**src/rtl/openhw_bit_select_pkg.sv**
```systemverilog
// Shared types and helpers for the BMU select path (state encoding, word-op width).
package openhw_bmu_pkg;

    typedef enum logic [1:0] {
        SEL_IDLE,
        SEL_SCAN,
        SEL_FINE,
        SEL_DONE
    } selstate_t;

    // Number of low bits scanned by a word (W64) operation.
    localparam int SEL_WORD_BITS = 32;

    // clog2 that never returns 0, so index fields stay at least one bit wide.
    function automatic int selIdxW(input int n);
        return (n > 1) ? $clog2(n) : 1;
    endfunction

endpackage

```
**src/rtl/openhw_bit_select_if.sv**
```systemverilog
// Request/response bundle of the bit-select unit: start/flush request with operands,
// ready/busy/done status and the held result.
interface openhw_bit_select_if #(
    parameter int WIDTH = 64
);
    logic                     Start;
    logic                     Flush;
    logic [WIDTH-1:0]         A;
    logic [$clog2(WIDTH)-1:0] K;
    logic                     W64;
    logic                     Ready;
    logic                     Busy;
    logic                     Done;
    logic                     Found;
    logic [WIDTH-1:0]         SelResult;

    modport master (
        output Start, Flush, A, K, W64,
        input  Ready, Busy, Done, Found, SelResult
    );

    modport slave (
        input  Start, Flush, A, K, W64,
        output Ready, Busy, Done, Found, SelResult
    );
endinterface

```
**src/rtl/openhw_bit_select_chunk_select.sv**
```systemverilog
// Combinational in-chunk select: position of the i_rank-th set bit of i_chunk,
// found by walking a running prefix popcount from the LSB.
module openhw_chunk_select #(
    parameter int CHUNK = 8
) (
    input  logic [CHUNK-1:0]         i_chunk,
    input  logic [$clog2(CHUNK)-1:0] i_rank,
    output logic [$clog2(CHUNK)-1:0] o_pos
);

    localparam int IDX_W = $clog2(CHUNK);
    localparam int CNT_W = IDX_W + 1;

    // A set bit whose count of lower set bits equals the rank is the one we want.
    always_comb begin
        logic [CNT_W-1:0] prefix;
        o_pos  = '0;
        prefix = '0;
        for (int i = 0; i < CHUNK; i++) begin
            if (i_chunk[i] && (prefix == {1'b0, i_rank})) begin
                o_pos = IDX_W'(i);
            end
            prefix = prefix + CNT_W'(i_chunk[i]);
        end
    end

endmodule

```
**src/rtl/openhw_mux2.sv**
```systemverilog
// Plain two-way multiplexer: i_sel=0 selects i_a, i_sel=1 selects i_b.
module openhw_mux2 #(
    parameter int W = 1
) (
    input  logic         i_sel,
    input  logic [W-1:0] i_a,
    input  logic [W-1:0] i_b,
    output logic [W-1:0] o_y
);

    assign o_y = i_sel ? i_b : i_a;

endmodule

```
**src/rtl/openhw_popcnt.sv**
```systemverilog
// Combinational population count of an N-bit vector.
module openhw_popcnt #(
    parameter int N = 8
) (
    input  logic [N-1:0]       i_data,
    output logic [$clog2(N):0] o_count
);

    // Sum the set bits of the input one at a time.
    always_comb begin
        o_count = '0;
        for (int i = 0; i < N; i++) begin
            o_count = o_count + ($clog2(N)+1)'(i_data[i]);
        end
    end

endmodule

```
**src/rtl/openhw_bit_select.sv**
```systemverilog
// Iterative select unit: index of the K-th set bit of A, scanning one CHUNK-bit
// slice per cycle from the LSB, then locating the bit inside the hit chunk.
module openhw_bit_select
    import openhw_bmu_pkg::*;
#(
    parameter int WIDTH = 64,
    parameter int CHUNK = 8
) (
    input  logic                     clk,
    input  logic                     reset_n,
    openhw_bit_select_if.slave       bus
);

    localparam int K_W    = $clog2(WIDTH);
    localparam int ACC_W  = K_W + 1;
    localparam int IDX_W  = $clog2(CHUNK);
    localparam int P_W    = IDX_W + 1;
    localparam int NCHUNK = WIDTH / CHUNK;
    localparam int CIDX_W = selIdxW(NCHUNK);

    selstate_t          r_state;
    logic               r_busy;
    logic               r_done;
    logic               r_found;
    logic [WIDTH-1:0]   r_result;
    logic [WIDTH-1:0]   r_a;
    logic [K_W-1:0]     r_k;
    logic               r_w64;
    logic [CIDX_W-1:0]  r_c;
    logic [ACC_W-1:0]   r_acc;
    logic [CHUNK-1:0]   r_chunk;
    logic [IDX_W-1:0]   r_rank;

    logic [CHUNK-1:0]   w_chunk;
    logic [P_W-1:0]     w_p;
    logic [ACC_W-1:0]   w_sum;
    logic               w_hit;
    logic [CIDX_W-1:0]  w_lastIdx;
    logic [WIDTH-1:0]   w_missResult;
    logic [IDX_W-1:0]   w_pos;

    // Current slice: chunk index times CHUNK is just the index with IDX_W zeros appended.
    assign w_chunk = CHUNK'(r_a >> {r_c, IDX_W'(0)});

    openhw_popcnt #(.N(CHUNK)) u_popcnt (
        .i_data  (w_chunk),
        .o_count (w_p)
    );

    assign w_sum = r_acc + ACC_W'(w_p);
    assign w_hit = (w_sum > {1'b0, r_k});

    // Word ops stop after the low 32 bits; the index of the last chunk follows W64.
    openhw_mux2 #(.W(CIDX_W)) u_lastMux (
        .i_sel (r_w64),
        .i_a   (CIDX_W'(NCHUNK - 1)),
        .i_b   (CIDX_W'(SEL_WORD_BITS / CHUNK - 1)),
        .o_y   (w_lastIdx)
    );

    // A miss reports the scanned width, like the clz all-zero result.
    openhw_mux2 #(.W(WIDTH)) u_boundMux (
        .i_sel (r_w64),
        .i_a   (WIDTH'(WIDTH)),
        .i_b   (WIDTH'(SEL_WORD_BITS)),
        .o_y   (w_missResult)
    );

    openhw_chunk_select #(.CHUNK(CHUNK)) u_chunkSelect (
        .i_chunk (r_chunk),
        .i_rank  (r_rank),
        .o_pos   (w_pos)
    );

    // Control FSM with the operand, accumulator and result registers.
    always_ff @(posedge clk) begin
        if (!reset_n) begin
            r_state  <= SEL_IDLE;
            r_busy   <= 1'b0;
            r_done   <= 1'b0;
            r_found  <= 1'b0;
            r_result <= '0;
            r_a      <= '0;
            r_k      <= '0;
            r_w64    <= 1'b0;
            r_c      <= '0;
            r_acc    <= '0;
            r_chunk  <= '0;
            r_rank   <= '0;
        end else begin
            r_done <= 1'b0;
            if (bus.Flush) begin
                r_state <= SEL_IDLE;
                r_busy  <= 1'b0;
            end else begin
                case (r_state)
                    SEL_IDLE: begin
                        if (bus.Start) begin
                            r_a     <= bus.A;
                            r_k     <= bus.K;
                            r_w64   <= bus.W64;
                            r_c     <= '0;
                            r_acc   <= '0;
                            r_busy  <= 1'b1;
                            r_state <= SEL_SCAN;
                        end
                    end
                    SEL_SCAN: begin
                        if (w_hit) begin
                            r_chunk <= w_chunk;
                            r_rank  <= IDX_W'({1'b0, r_k} - r_acc);
                            r_state <= SEL_FINE;
                        end else begin
                            r_acc <= w_sum;
                            r_c   <= r_c + CIDX_W'(1);
                            if (r_c == w_lastIdx) begin
                                r_found  <= 1'b0;
                                r_result <= w_missResult;
                                r_done   <= 1'b1;
                                r_state  <= SEL_DONE;
                            end
                        end
                    end
                    SEL_FINE: begin
                        r_result <= WIDTH'({r_c, w_pos});
                        r_found  <= 1'b1;
                        r_done   <= 1'b1;
                        r_state  <= SEL_DONE;
                    end
                    SEL_DONE: begin
                        r_busy  <= 1'b0;
                        r_state <= SEL_IDLE;
                    end
                    default: begin
                        r_busy  <= 1'b0;
                        r_state <= SEL_IDLE;
                    end
                endcase
            end
        end
    end

    assign bus.Ready     = !r_busy;
    assign bus.Busy      = r_busy;
    assign bus.Done      = r_done;
    assign bus.Found     = r_found;
    assign bus.SelResult = r_result;

endmodule

```
**src/flat_wrapper.sv**
```systemverilog
// flat-port wrapper written by rule: the top's interface ports become plain ports
module openhw_bit_select_flat import openhw_bmu_pkg::*;
#(
    parameter int WIDTH = 64,
    parameter int CHUNK = 8
)
  (clk, reset_n, bus_Start, bus_Flush, bus_A, bus_K, bus_W64, bus_Ready, bus_Busy, bus_Done, bus_Found, bus_SelResult);
  openhw_bit_select_if #(.WIDTH(WIDTH)) bus_i ();
  input  logic clk;
  input  logic reset_n;
  input wire logic [$bits(bus_i.Start)-1:0] bus_Start;
  input wire logic [$bits(bus_i.Flush)-1:0] bus_Flush;
  input wire logic [$bits(bus_i.A)-1:0] bus_A;
  input wire logic [$bits(bus_i.K)-1:0] bus_K;
  input wire logic [$bits(bus_i.W64)-1:0] bus_W64;
  output wire logic [$bits(bus_i.Ready)-1:0] bus_Ready;
  output wire logic [$bits(bus_i.Busy)-1:0] bus_Busy;
  output wire logic [$bits(bus_i.Done)-1:0] bus_Done;
  output wire logic [$bits(bus_i.Found)-1:0] bus_Found;
  output wire logic [$bits(bus_i.SelResult)-1:0] bus_SelResult;
  assign bus_i.Start = bus_Start;
  assign bus_i.Flush = bus_Flush;
  assign bus_i.A = bus_A;
  assign bus_i.K = bus_K;
  assign bus_i.W64 = bus_W64;
  assign bus_Ready = bus_i.Ready;
  assign bus_Busy = bus_i.Busy;
  assign bus_Done = bus_i.Done;
  assign bus_Found = bus_i.Found;
  assign bus_SelResult = bus_i.SelResult;
  openhw_bit_select #(.WIDTH(WIDTH), .CHUNK(CHUNK)) u_core (.clk(clk), .reset_n(reset_n), .bus(bus_i));
endmodule
```
**config.mk**
```make
export PLATFORM = sky130hd
export DESIGN_NAME = openhw_bit_select_flat
export DESIGN_NICKNAME = d
export VERILOG_FILES = /design/src/rtl/openhw_bit_select_pkg.sv /design/src/rtl/openhw_bit_select_if.sv /design/src/rtl/openhw_bit_select_chunk_select.sv /design/src/rtl/openhw_mux2.sv /design/src/rtl/openhw_popcnt.sv /design/src/rtl/openhw_bit_select.sv /design/src/flat_wrapper.sv
export SDC_FILE = /design/constraint.sdc
export NUM_CORES = 1
export LEC_CHECK = 0
export ABC_AREA = 1
export BUFFER_PORTS_ARGS = -buffer_cell sky130_fd_sc_hd__buf_2
export CORE_ASPECT_RATIO = 0.9
export CORE_MARGIN = 10
export CORE_UTILIZATION = 50
export CTS_CLUSTER_DIAMETER = 60
export DETAILED_ROUTE_END_ITERATION = 12
export GPL_ROUTABILITY_DRIVEN = 1
export PLACE_DENSITY = 0.73
export RECOVER_POWER = 25
export SLEW_MARGIN = 10
export SYNTH_ARGS = -nofsm -noshare
export SYNTH_HDL_FRONTEND = slang
export SYNTH_SLANG_ARGS = --single-unit
```
**constraint.sdc**
```tcl
create_clock -name clk -period 6.8 [get_ports clk]
set_clock_uncertainty 0.1 [all_clocks]
set_input_delay 0 -clock clk [delete_from_list [all_inputs] [get_ports clk]]
set_output_delay 0 -clock clk [all_outputs]
set_load 0.02 [all_outputs]
```
==> results summary <==
The run finished, with violations left. The final reports fail on max-capacitance violations, max-slew violations. After detailed routing, the number of vias per cell comes to 4.89. Across all layers, the routed design uses 5,609 vias. The final routed wirelength across all metal layers is 15,900 microns.

The number of maximum-capacitance violations came out at 2. The share of the yosys chip area belonging to registers came out at 0.353. The die is 135 microns wide. During synthesis, Yosys emitted a total of 0 warnings. Setup violations remaining at the end of the flow were counted as 0. In the layout the commonest cells are sky130_fd_sc_hd__nor2_1, sky130_fd_sc_hd__o21ai_0, sky130_fd_sc_hd__nand2_1, sky130_fd_sc_hd__dfxtp_1, sky130_fd_sc_hd__dlygate4sd3_1.

The share of async-settable or async-resettable flops after synthesis came out at 0. The final weighted congestion in routability-driven placement came out at 0.838. The H-tree generated during clock tree synthesis spans 3 levels. The worst slew margin relative to its limit is -0.939. The worst register-to-register path begins at u_core.r_state[0]. The cell occurring most often along the worst timing path is sky130_fd_sc_hd__clkbuf_1. The number of different library cells in the post-synthesis netlist is 37.

The synthesized design spends more area on one cell type than any other, namely sky130_fd_sc_hd__dfxtp_1. The required time at the endpoint of the critical path is 6.95 ns. The final design utilization is 0.631. The proportion of total power due to net switching is 0.352. The slowest stage of the critical path is the sky130_fd_sc_hd__clkbuf_1 cell. The post-synthesis instance total came out at 843.

The remaining number of nets flagged by the antenna check after routing came out at 0. The number of synthesized flops with an enable pin came out at 0. In this run the critical register-to-register path is captured at u_core.r_k[2]. The data arrival time of the critical path came out at 5.86 ns. Averaged over all synthesized cells, the footprint is 7.00 sq um.

In the final design database the tool counted 1,097 nets. The DRC violations left is 0. The worst hold path belongs to the class input port to flip-flop.

The wire length of the first global-routing pass is 26,200 microns. The maximum root-to-sink buffer count is 2. The portion of the clock cycle consumed by the worst path in the final layout is 0.839. The maximum frequency from static timing analysis is 175 MHz.

The initial antenna violation count came out at 0. The clock net sink count is 104. The detailed placement HPWL came out at 10,600 microns. The number of resized instances in the post-cts repair step is 0. Entering global routing, the biggest net connects 78 pins. TritonCTS built the clock tree. The sequential share of power came out at 0.403. The largest fanout on the critical path is 77. The switching power came out at 0.611 mW. At the pin with the least slew margin, the transition time is 2.91 ns. The most used flip-flop cell after synthesis is sky130_fd_sc_hd__dfxtp_1. The total global routing track utilization came out at 0.189. Setup repair after global routing left no endpoint under its margin. The clock network power share came out at 0.284. Traced cell by cell, the critical path runs through inv_1 -> ha_1 -> nand2_1 -> nor2_4 -> clkbuf_1 -> inv_2 -> clkbuf_1 -> o21ai_0 -> dlygate4sd3_1 -> a21oi_1. The shortest period the worst path allows is 5.71 ns. The number of port buffers is 85.

The final-report max-slew violation count came out at 145. The worst setup path is captured at a flip-flop. The final total negative setup slack is 0 ns. In this run the count of I/O pins placed on the die edge is 143. The fraction of final layout cells sized beyond drive strength 1 came out at 0.108. In this run, the number of DRC markers left after iteration 0 of detailed routing was 374. For the worst-skew pair, the clock arrives at the later sink with an insertion delay of 0.35 ns. The setup check on the worst reg-to-reg path leaves a slack of 1.09 ns. For this design the static power due to leakage is 3.41 nW. The die area is 16,600 sq um.

In this run the most critical hold path is launched from reset_n. Before antenna repair, the detailed router went through 5 iterations. The starting utilization of the core area is 0.514. The number of cells traversed by the worst register-to-register path came out at 10.

In this run the clock root is driven by a sky130_fd_sc_hd__clkbuf_16. From synthesis to final layout, the design area changed by 22.9%. The number of hold-slack violations in the final timing report is 0.

The peak ir drop on the vdd network came out at 0.204 mV. The class of the most critical setup path is flip-flop to flip-flop. From bottom edge to top edge, the die measures 123 microns.

The number of stages on the worst hold path came out at 3. The cell area after synthesis came out at 5900 sq um. The endpoint of the worst hold-timing path is u_core.bus.SelResult[0]. By area the synthesized netlist is led by sky130_fd_sc_hd__dfxtp_1, sky130_fd_sc_hd__nor2_1, sky130_fd_sc_hd__o21ai_0, sky130_fd_sc_hd__buf_4, sky130_fd_sc_hd__nand2_1. Dividing total power by cell area gives a power density of 240 nW/um^2. The clock buffer count from CTS came out at 9. STA classifies the critical path startpoint as a flip-flop. The total of flip-flops plus latches after synthesis is 104.

The most common cell after layout, fill and taps aside is sky130_fd_sc_hd__nor2_1. The total non-filler cell area in the finished layout is 7250 sq um. Clock-pin slew was measured on the worst setup and hold paths at 0.07 ns. In the final routed layout, each cell accounts on average for 13.8 microns. The total power came out at 1.74 mW. The overflow left after global routing is 0.

In this run the core area contains 37 standard-cell rows. In this design, the stage delay of the slowest critical-path cell is 2.08 ns. The share of total power in combinational logic came out at 0.313. Counting tap cells, the placed design contains a total of 1,050 instances.

The internal power consumption is 1.13 mW. The cell area after placement is 6180 sq um. The via count of the first global-routing pass came to 5,422. The final non-filler cell total came out at 1,147. The area of the core is 11,500 sq um.

The share of the synthesized area in the top cell type came out at 0.353. The antenna diode count came out at 0.
## flip-flops by register name, summed over array words and instances (netlist names), 2 cells and up
name	flops
u_core.r_k	6
u_core.r_state	2
u_core.r_chunk	8
u_core.bus.SelResult	7
u_core.r_rank	3
u_core.r_a	64
u_core.r_acc	7
u_core.r_c	3
## power by group through the flow
| stage | logic (mW) | clock network, mW | registers (mW) |
|---|---|---|---|
| 2_1_floorplan | 0.406 | 0 | 0.701 |
| 3_3_place_gp | 0.482 | 0 | 0.713 |
| 3_5_place_dp | 0.490 | 0 | 0.712 |
| 4_1_cts | 0.535 | 0.500 | 0.699 |
| 5_1_grt | 0.619 | 0.522 | 0.706 |
| 6_report | 0.544 | 0.493 | 0.701 |
## cells in the mapped netlist (3+ instances only)
library cell,n
sky130_fd_sc_hd__o21ai_0,110
sky130_fd_sc_hd__buf_4,58
sky130_fd_sc_hd__dfxtp_1,104
sky130_fd_sc_hd__nand3_1,31
sky130_fd_sc_hd__o22ai_1,10
sky130_fd_sc_hd__nand2_1,104
sky130_fd_sc_hd__ha_1,28
sky130_fd_sc_hd__clkbuf_1,26
sky130_fd_sc_hd__nand3b_1,3
sky130_fd_sc_hd__nor2_1,212
sky130_fd_sc_hd__a21oi_1,34
sky130_fd_sc_hd__xnor2_1,10
sky130_fd_sc_hd__a31oi_1,4
sky130_fd_sc_hd__buf_2,8
sky130_fd_sc_hd__fa_1,8
sky130_fd_sc_hd__nand4_1,3
sky130_fd_sc_hd__xor2_1,5
sky130_fd_sc_hd__inv_1,55
sky130_fd_sc_hd__clkinv_1,3
## metrics by stage
stage / setup WS [ns] / hold slack, ns
CTS: 1.13 / 0.143
floorplan: 1.75 / 0.0349
finish: 1.09 / 0.157
detailed placement: 1.17 / 0.128
global route: 0.466 / 0.188
global placement: 1.30 / 0.122
## layout make-up
cell class,instances,area [sq um]
multi-input combinational,639,3210
fill,1044,4230
clock inverter,7,55.1
tap,156,195
clock buffer,9,225
timing repair buffer,172,1260
sequential,104,2080
inverter,60,225
## cell families (layout without fill, tap and decap cells)
| logic type | count (synthesis) | after routing | synth area share |
|---|---|---|---|
| other | 1 | 57 | 0.000636 |
| buffers and inverters | 156 | 248 | 0.141 |
| adders and majority gates | 36 | 36 | 0.0865 |
| and+or+nand+nor | 362 | 362 | 0.245 |
| AOI/OAI and AO/OA | 169 | 169 | 0.152 |
| DFF | 104 | 104 | 0.353 |
| xor gates and xnor gates | 15 | 15 | 0.0223 |
## how the worst max path moves through the flow
stage                                 start            end  slack [ns]  cells after the start
final                     u_core.r_state[0]  u_core.r_k[2]        1.09                     10
after global routing      u_core.r_state[0]  u_core.r_k[5]        0.47                     10
after CTS                     u_core.r_c[0]  u_core.r_c[0]        1.13                     26
after detailed placement      u_core.r_c[0]  u_core.r_c[0]        1.17                     26
after global placement        u_core.r_c[0]  u_core.r_c[0]        1.30                     26
after floorplan               u_core.r_c[0]  u_core.r_c[2]        1.75                     30
## layer usage
metal / part of all wire / routed length [microns] / global-route usage / up-vias
met1: 0.45 / 7100 / 0.231 / 2539
met4: 0.018 / 279 / 0.0516 / 0
li1: - / - / - / 2881
met5: 0 / 0 / 0 / -
met3: 0.063 / 996 / 0.0519 / 23
met2: 0.47 / 7500 / 0.321 / 166
## critical path, delay by kind of cell (launching register included)
kind,cells,cell delay (ns)
AND/OR/NAND/NOR,2,0.17
AO/OA/AOI/OAI,2,0.45
flip-flops,1,0.41
adder cells (fa/ha/maj),1,0.24
buffers and inverters,5,4.12
## timing repair
action | CTS | global route
buffers inserted | 0 | 0
endpoints found under the hold margin | 75 | 0
hold buffers | 81 | 0
No activity file was read; power rests on OpenSTA's default activity.
